<file path="src/rtl/pipe_ctrl_pkg.sv">
// Shared types and constants for the pipeline sequencing controller.
package pipe_ctrl_pkg;

    // Controller state: normal running, or the single cycle after a flush.
    typedef enum logic {
        ST_RUN      = 1'b0,
        ST_REDIRECT = 1'b1
    } state_t;

    // Next-PC source codes driven on pc_sel.
    localparam logic [1:0] PC_SEQ = 2'b00;
    localparam logic [1:0] PC_EXC = 2'b01;
    localparam logic [1:0] PC_EPC = 2'b10;

    // Exception handler entry point selected by PC_EXC.
    localparam logic [31:0] HANDLER_ADDR = 32'h0000_4180;

    // Width of the multiply/divide busy counter.
    localparam int CNT_W = 4;

endpackage

</file>
<file path="src/rtl/md_busy_counter.sv">
// Multiply/divide busy counter: loads the operation latency when a mult/div
// enters E and counts down to zero; md_busy flags a non-zero count.
module md_busy_counter
    import pipe_ctrl_pkg::*;
#(
    parameter int MULT_CYCLES = 5,
    parameter int DIV_CYCLES  = 10
) (
    input  logic clk,
    input  logic reset,
    input  logic start,
    input  logic is_div,
    output logic md_busy
);

    logic [CNT_W-1:0] cnt;

    // Load on start (a start while busy simply reloads), otherwise count down.
    always_ff @(posedge clk or negedge reset) begin
        if (!reset) begin
            cnt <= '0;
        end else if (start) begin
            cnt <= is_div ? CNT_W'(DIV_CYCLES) : CNT_W'(MULT_CYCLES);
        end else if (cnt != '0) begin
            cnt <= cnt - 1'b1;
        end
    end

    assign md_busy = (cnt != '0);

endmodule

</file>
<file path="src/rtl/pipe_hazard_ctrl.sv">
// Pipeline sequencing controller: drives PC/pipeline register enables and
// clears, resolving load-use and mult/div stalls and sequencing the flush and
// redirect for exceptions and eret taken at M.
module pipe_hazard_ctrl
    import pipe_ctrl_pkg::*;
#(
    parameter int MULT_CYCLES = 5,
    parameter int DIV_CYCLES  = 10
) (
    input  logic       clk,
    input  logic       reset,
    input  logic       load_use_hz,
    input  logic       md_start,
    input  logic       md_is_div,
    input  logic       md_use_D,
    input  logic       exc_req_M,
    input  logic       eret_M,
    output logic       pc_en,
    output logic       en_FD,
    output logic       en_DE,
    output logic       en_EM,
    output logic       en_MW,
    output logic       clr_FD,
    output logic       clr_DE,
    output logic       clr_EM,
    output logic       clr_MW,
    output logic [1:0] pc_sel,
    output logic       md_busy
);

    state_t state;
    state_t state_next;
    logic   take_exc;
    logic   take_eret;
    logic   flush;
    logic   stall;
    logic   md_start_q;

    // M-stage requests are honoured only in RUN; in REDIRECT M holds a bubble.
    assign take_exc   = (state == ST_RUN) && exc_req_M;
    assign take_eret  = (state == ST_RUN) && eret_M && !exc_req_M;
    assign flush      = take_exc || take_eret;
    assign stall      = !flush && (((md_busy || md_start) && md_use_D) || load_use_hz);
    // A flush kills the instruction in E, so its mult/div never starts.
    assign md_start_q = md_start && !flush;

    md_busy_counter #(
        .MULT_CYCLES (MULT_CYCLES),
        .DIV_CYCLES  (DIV_CYCLES)
    ) u_md_busy_counter (
        .clk     (clk),
        .reset   (reset),
        .start   (md_start_q),
        .is_div  (md_is_div),
        .md_busy (md_busy)
    );

    // State register.
    always_ff @(posedge clk or negedge reset) begin
        if (!reset) begin
            state <= ST_RUN;
        end else begin
            state <= state_next;
        end
    end

    // Next state: a taken flush redirects for exactly one cycle.
    always_comb begin
        state_next = ST_RUN;
        if (state == ST_RUN && flush) begin
            state_next = ST_REDIRECT;
        end
    end

    // Outputs: flush beats stall; during reset everything sits at run defaults.
    always_comb begin
        pc_en  = 1'b1;
        en_FD  = 1'b1;
        en_DE  = 1'b1;
        en_EM  = 1'b1;
        en_MW  = 1'b1;
        clr_FD = 1'b0;
        clr_DE = 1'b0;
        clr_EM = 1'b0;
        clr_MW = 1'b0;
        pc_sel = PC_SEQ;
        if (reset) begin
            if (take_exc) begin
                clr_FD = 1'b1;
                clr_DE = 1'b1;
                clr_EM = 1'b1;
                clr_MW = 1'b1;
                pc_sel = PC_EXC;
            end else if (take_eret) begin
                clr_FD = 1'b1;
                clr_DE = 1'b1;
                clr_EM = 1'b1;
                pc_sel = PC_EPC;
            end else if (stall) begin
                pc_en  = 1'b0;
                en_FD  = 1'b0;
                clr_DE = 1'b1;
            end
        end
    end

endmodule

</file>
<file path="config.mk">
export PLATFORM = sky130hd
export DESIGN_NAME = pipe_hazard_ctrl
export DESIGN_NICKNAME = d
export VERILOG_FILES = /design/src/rtl/pipe_ctrl_pkg.sv /design/src/rtl/md_busy_counter.sv /design/src/rtl/pipe_hazard_ctrl.sv
export SDC_FILE = /design/constraint.sdc
export NUM_CORES = 1
export LEC_CHECK = 0
export BUFFER_PORTS_ARGS = -buffer_cell sky130_fd_sc_hd__buf_4
export CORE_AREA = 2 2 39 41
export CTS_BUF_LIST = sky130_fd_sc_hd__clkbuf_16
export DETAILED_ROUTE_END_ITERATION = 10
export DIE_AREA = 0 0 41 43
export PLACE_DENSITY = 0.54
export SKIP_CTS_REPAIR_TIMING = 1
export SLEW_MARGIN = 20
export SYNTH_ARGS = -nofsm -noshare
export SYNTH_HDL_FRONTEND = slang
export SYNTH_HIERARCHICAL = 1
export SYNTH_SLANG_ARGS = --single-unit
</file>
<file path="constraint.sdc">
create_clock -name clk -period 1.9 [get_ports clk]
set_clock_uncertainty 0.2 [all_clocks]
set_input_delay 0.285 -clock clk [delete_from_list [all_inputs] [get_ports clk]]
set_output_delay 0.285 -clock clk [all_outputs]
set_load 0.01 [all_outputs]
</file>
# Word-level counts from Yosys, hierarchy flattened
# Cells that the tools add are included.
dict set report totals {
  ff_bits 5
  input_bits 8
  out_inout_bits 12
  word_cells 38
}
dict set report classes {
  add_sub_neg 1
  muxes 20
  n_bitwise 1
  reduce_logical 14
}
# cell n
set op_table {}
lappend op_table {{$mux W1} 14}
lappend op_table {{$mux W4} 3}
lappend op_table {{$logic_and A1 B1 Y1} 7}
lappend op_table {{$mux W2} 3}
lappend op_table {{$reduce_bool A4 Y1} 1}
lappend op_table {{$sub A4 B1 Y4 const B} 1}
lappend op_table {{$logic_or A1 B1 Y1} 3}
lappend op_table {{$logic_not A1 Y1} 2}
lappend op_table {{$reduce_bool A2 Y1} 1}
lappend op_table {{$not A1 Y1} 1}

# Depth between registers and ports, before layout
dict set report depth {
  ltp_word 10
  mapped_depth 7
  depth_no_buf 6
}

# Cells and area by module
# Netlist, hierarchy kept.
# mod instances cells_per_inst area_per_inst_um2 seq_area_each_um2
set modules_own_cells {}
lappend modules_own_cells {md_busy_counter 1 21 236.5 100.1}
lappend modules_own_cells {pipe_hazard_ctrl 1 21 150.1 25.0}

# Least setup slack after synthesis
# OpenSTA, ideal clock, no wires.
dict set report synth_path {
  path_type {register -> output}
  start {reg u_md_busy_counter.cnt[0]}
  end {out pc_en}
  t_arrival_ns 1.525
  required_time_ns 1.415
  slack_ns -0.110
  path_stages_with_launch 8
  path_buffers 1
  cell_sequence {dfrtp_1 > inv_1 > ha_1 > nor3b_4 > inv_1 > nor3_1 > or3b_1 > buf_4}
}
dict set report synth_between {
  elab_chain_cells 9
}
# element line
set synth_rtl {}
lappend synth_rtl {{start: declaration} md_busy_counter.sv:16} ;# logic [CNT_W-1:0] cnt;
lappend synth_rtl {{start signal: assignment} md_busy_counter.sv:23} ;# cnt <= is_div ? CNT_W'(DIV_CYCLES) : CNT_W'(MULT_CYCLES);
lappend synth_rtl {{start signal: assignment} md_busy_counter.sv:25} ;# cnt <= cnt - 1'b1;
lappend synth_rtl {{$reduce_bool A4 Y1} md_busy_counter.sv:29} ;# assign md_busy = (cnt != '0);
lappend synth_rtl {{named net md_busy} pipe_hazard_ctrl.sv:28} ;# output logic md_busy
lappend synth_rtl {{$logic_or A1 B1 Y1} pipe_hazard_ctrl.sv:43} ;# assign stall = !flush && (((md_busy || md_start) && md_use_D) || load_use_hz);
lappend synth_rtl {{$logic_and A1 B1 Y1} pipe_hazard_ctrl.sv:43}
lappend synth_rtl {{$logic_or A1 B1 Y1} pipe_hazard_ctrl.sv:43}
lappend synth_rtl {{$logic_and A1 B1 Y1} pipe_hazard_ctrl.sv:43}
lappend synth_rtl {{$mux W1 (4 in a row)} n/a}
lappend synth_rtl {{end: declaration} pipe_hazard_ctrl.sv:18} ;# output logic pc_en,
# The timed path passes the listed nets, and every way through them passes these cells.

# Worst setup path in the final report
dict set report layout_path {
  start {reg u_md_busy_counter.cnt[0]}
  end {out pc_en}
}
dict set report layout_between {
  elab_chain_cells 9
}
# element line
set layout_rtl {}
lappend layout_rtl {{$reduce_bool A4 Y1} md_busy_counter.sv:29}
lappend layout_rtl {{$logic_or A1 B1 Y1} pipe_hazard_ctrl.sv:43}
lappend layout_rtl {{$logic_and A1 B1 Y1} pipe_hazard_ctrl.sv:43}
lappend layout_rtl {{$logic_or A1 B1 Y1} pipe_hazard_ctrl.sv:43}
lappend layout_rtl {{$logic_and A1 B1 Y1} pipe_hazard_ctrl.sv:43}
lappend layout_rtl {{$mux W1} pipe_hazard_ctrl.sv:99} ;# end else if (stall) begin
lappend layout_rtl {{$mux W1} pipe_hazard_ctrl.sv:94} ;# end else if (take_eret) begin
lappend layout_rtl {{$mux W1} pipe_hazard_ctrl.sv:88} ;# if (take_exc) begin
lappend layout_rtl {{$mux W1} pipe_hazard_ctrl.sv:87} ;# if (reset) begin
# Every way passes these cells.

==> metrics <==
Syn Inst Count=42; Arrival @ worst endpoint=1.57 ns; layout cells sized above 1=0.508; WP data required=1.41 ns; post-route clock period utilization=1.08; DRT Wirelength=825 um; cell repeated most along the worst path=inv_2; Clock Path Buffers=2; count of cell types in the netlist=20; post-synthesis sequential area ratio=0.324; dpl ws=0.0388 ns; leakage=0.306 nW; Mapped Avg Cell Area=9.21 um2; Synth async-reset ratio=1.00; Final GP Congestion=0.695; RSZ-0062 raised after global routing=true; CP peak stage delay=0.38 ns; WP buf/inv=3; Setup crit start kind=flop; fin util=0.459; violated checks=setup timing; Yosys warnings=6; PortBufs=16; clock buffer count from CTS=3; WL per Instance=10.4 um; antenna cells=0; Critical Path Sink Type=output port; Remaining Overflow, GRT=0; Nets=74; Vias/cell=4.16; Post-synth EDFFs=0; Primary FF master, synth=dfrtp_1; CP max stage cell=or3b_4; clk_lat worst skew=0.23 ns; initial core utilization=0.279; Die Wd=41 um; outcome=finished, violations left; clk sinks=5; CP max FO=2; core area=1380 um2; initial antenna violation count=0; Slew Limit Fails=0; post-DP HPWL=581 um; fill cell total of the finished layout=139; worst min path class=in -> reg; number of global-route vias before repair=316; Area contributors post-synth=dfrtp_1 32%, buf_4 12%, ha_1 6.5%; DR iter-0 viols=1; first-pass GRT wire length=1.24 mm; H-Tree Depth=1; CTS root buf=clkbuf_16; synth cell count leaders=6 x buf_4, 5 x dfrtp_1, 5 x inv_1, 4 x nor2_1; minimum clock period=2.05 ns; Worst R2R Setup Slack=0.30 ns; cell accounting for the most synthesized area=dfrtp_1; # DRC=0; Die ar.=1760 um2; ANT nets after route=0; total of max-cap violations=0; via count=329; mapped cell area=387 um2; Final Hold Viols=0; IO Pins=20; worst setup margin=-0.151 ns; Crit path max-delay family=simple AND/OR/NAND/NOR gates; std cell rows=14; top-count cell post-synth=buf_4; GRT Overall Usage=0.112; area grow syn2layout=64.4%; Initial DRT Pass Iterations=2; pwr/cell area=1410 nW/um2; Peak VDD IR=0.584 mV; Max Clk Rate=488 MHz; #FFs+latches synth=5; CTS tree=built; Die H=43 um; crit path cell chain=inv_2 -> ha_4 -> nor3b_4 -> inv_2 -> nor3_2 -> or3b_4 -> buf_6; crit path kind=reg -> out; clock slew at reported path FFs=0.03 ns; final setup fails=3; Synth top area share=0.324; largest net degree at the start of global routing=8
sequential cells by signal, indices dropped and copies added (netlist names):
signal	flops
u_md_busy_counter/cnt	4
state	1
final cells by class:
type,instances,area [um2],share of cell area
timing repair buffer,21,168,0.264
sequential,5,125,0.197
clock inverter,1,3.75,0.00591
inverter,5,18.8,0.0295
tap,16,20.0,0.0315
multi-input combinational,28,225,0.354
clock buffer,3,75.1,0.118
tightest hold or removal path: cells and delay by family:
kind / cells / cell delay, ns
buffers and inverters: 2 / 0.13
AO/OA/AOI/OAI: 1 / 0.06
report_power, final:
| group | total (mW) | switching (mW) | internal, mW | leakage [nW] |
|---|---|---|---|---|
| sequential | 0.201 | 0.0471 | 0.154 | 0.0586 |
| clock | 0.348 | 0.0745 | 0.273 | 0.0423 |
| combinational | 0.349 | 0.146 | 0.203 | 0.205 |
| total | 0.897 | 0.267 | 0.630 | 0.306 |
stage by stage:
step | total power, mW | area (um2) | instances | hold slack (ns) | setup TNS (ns)
3_5_place_dp | 0.497 | 512 | 72 | -0.0996 | 0
2_1_floorplan | 0.407 | 402 | 44 | -0.211 | 0
6_report | 0.897 | 636 | 79 | 0.0891 | -0.362
5_1_grt | 0.952 | 636 | 79 | 0.128 | -0.476
4_1_cts | 0.852 | 591 | 76 | -0.343 | -0.576
3_3_place_gp | 0.493 | 512 | 72 | -0.101 | 0
placed cells by master (no fill, tap or decap):
cell           count
or3b_4             1
mux2i_1            1
dfrtp_1            5
clkbuf_16          3
mux2_1             1
buf_4             18
ha_4               1
and2_2             1
nor3b_4            1
inv_1              3
buf_6              2
nor2_1             4
o31ai_1            1
ha_1               1
nor3b_1            1
conb_1             3
o21bai_2           1
inv_2              3
nor3_2             1
nor3_1             1
nand2b_1           2
o22ai_1            1
dlygate4sd3_1      1
o21ai_1            2
o21a_1             2
xnor2_1            2
per-layer routing:
metal  vias to the layer above  GRT usage  share of wire
met3                         2     0.0314          0.079
met4                         0      0.120          0.033
li1                        170          -              -
met5                         -          0              0
met2                        14      0.166           0.47
met1                       143      0.111           0.41
cells by family after synthesis:
group	after synthesis	share of synthesized area
simple gates	12	0.207
buf+inv	11	0.165
compound gates	7	0.129
flops	5	0.324
fa+ha+maj	2	0.0647
xor+xnor	2	0.0453
mux	2	0.0550
other cells	1	0.00970
final timing paths:
check	startpoint	endpoint	cells after the start
worst max-delay path	u_md_busy_counter/cnt[0]$_DFFE_PN0P_	pc_en	7
max in group asynchronous	reset	u_md_busy_counter/cnt[0]$_DFFE_PN0P_	2
min in group asynchronous	reset	u_md_busy_counter/cnt[1]$_DFFE_PN0P_	2
worst min-delay path	eret_M	state$_DFF_PN0_	3
worst min register to register	state$_DFF_PN0_	state$_DFF_PN0_	2
worst max register to register	u_md_busy_counter/cnt[0]$_DFFE_PN0P_	u_md_busy_counter/cnt[1]$_DFFE_PN0P_	7
(Power assumes the default switching activity.)
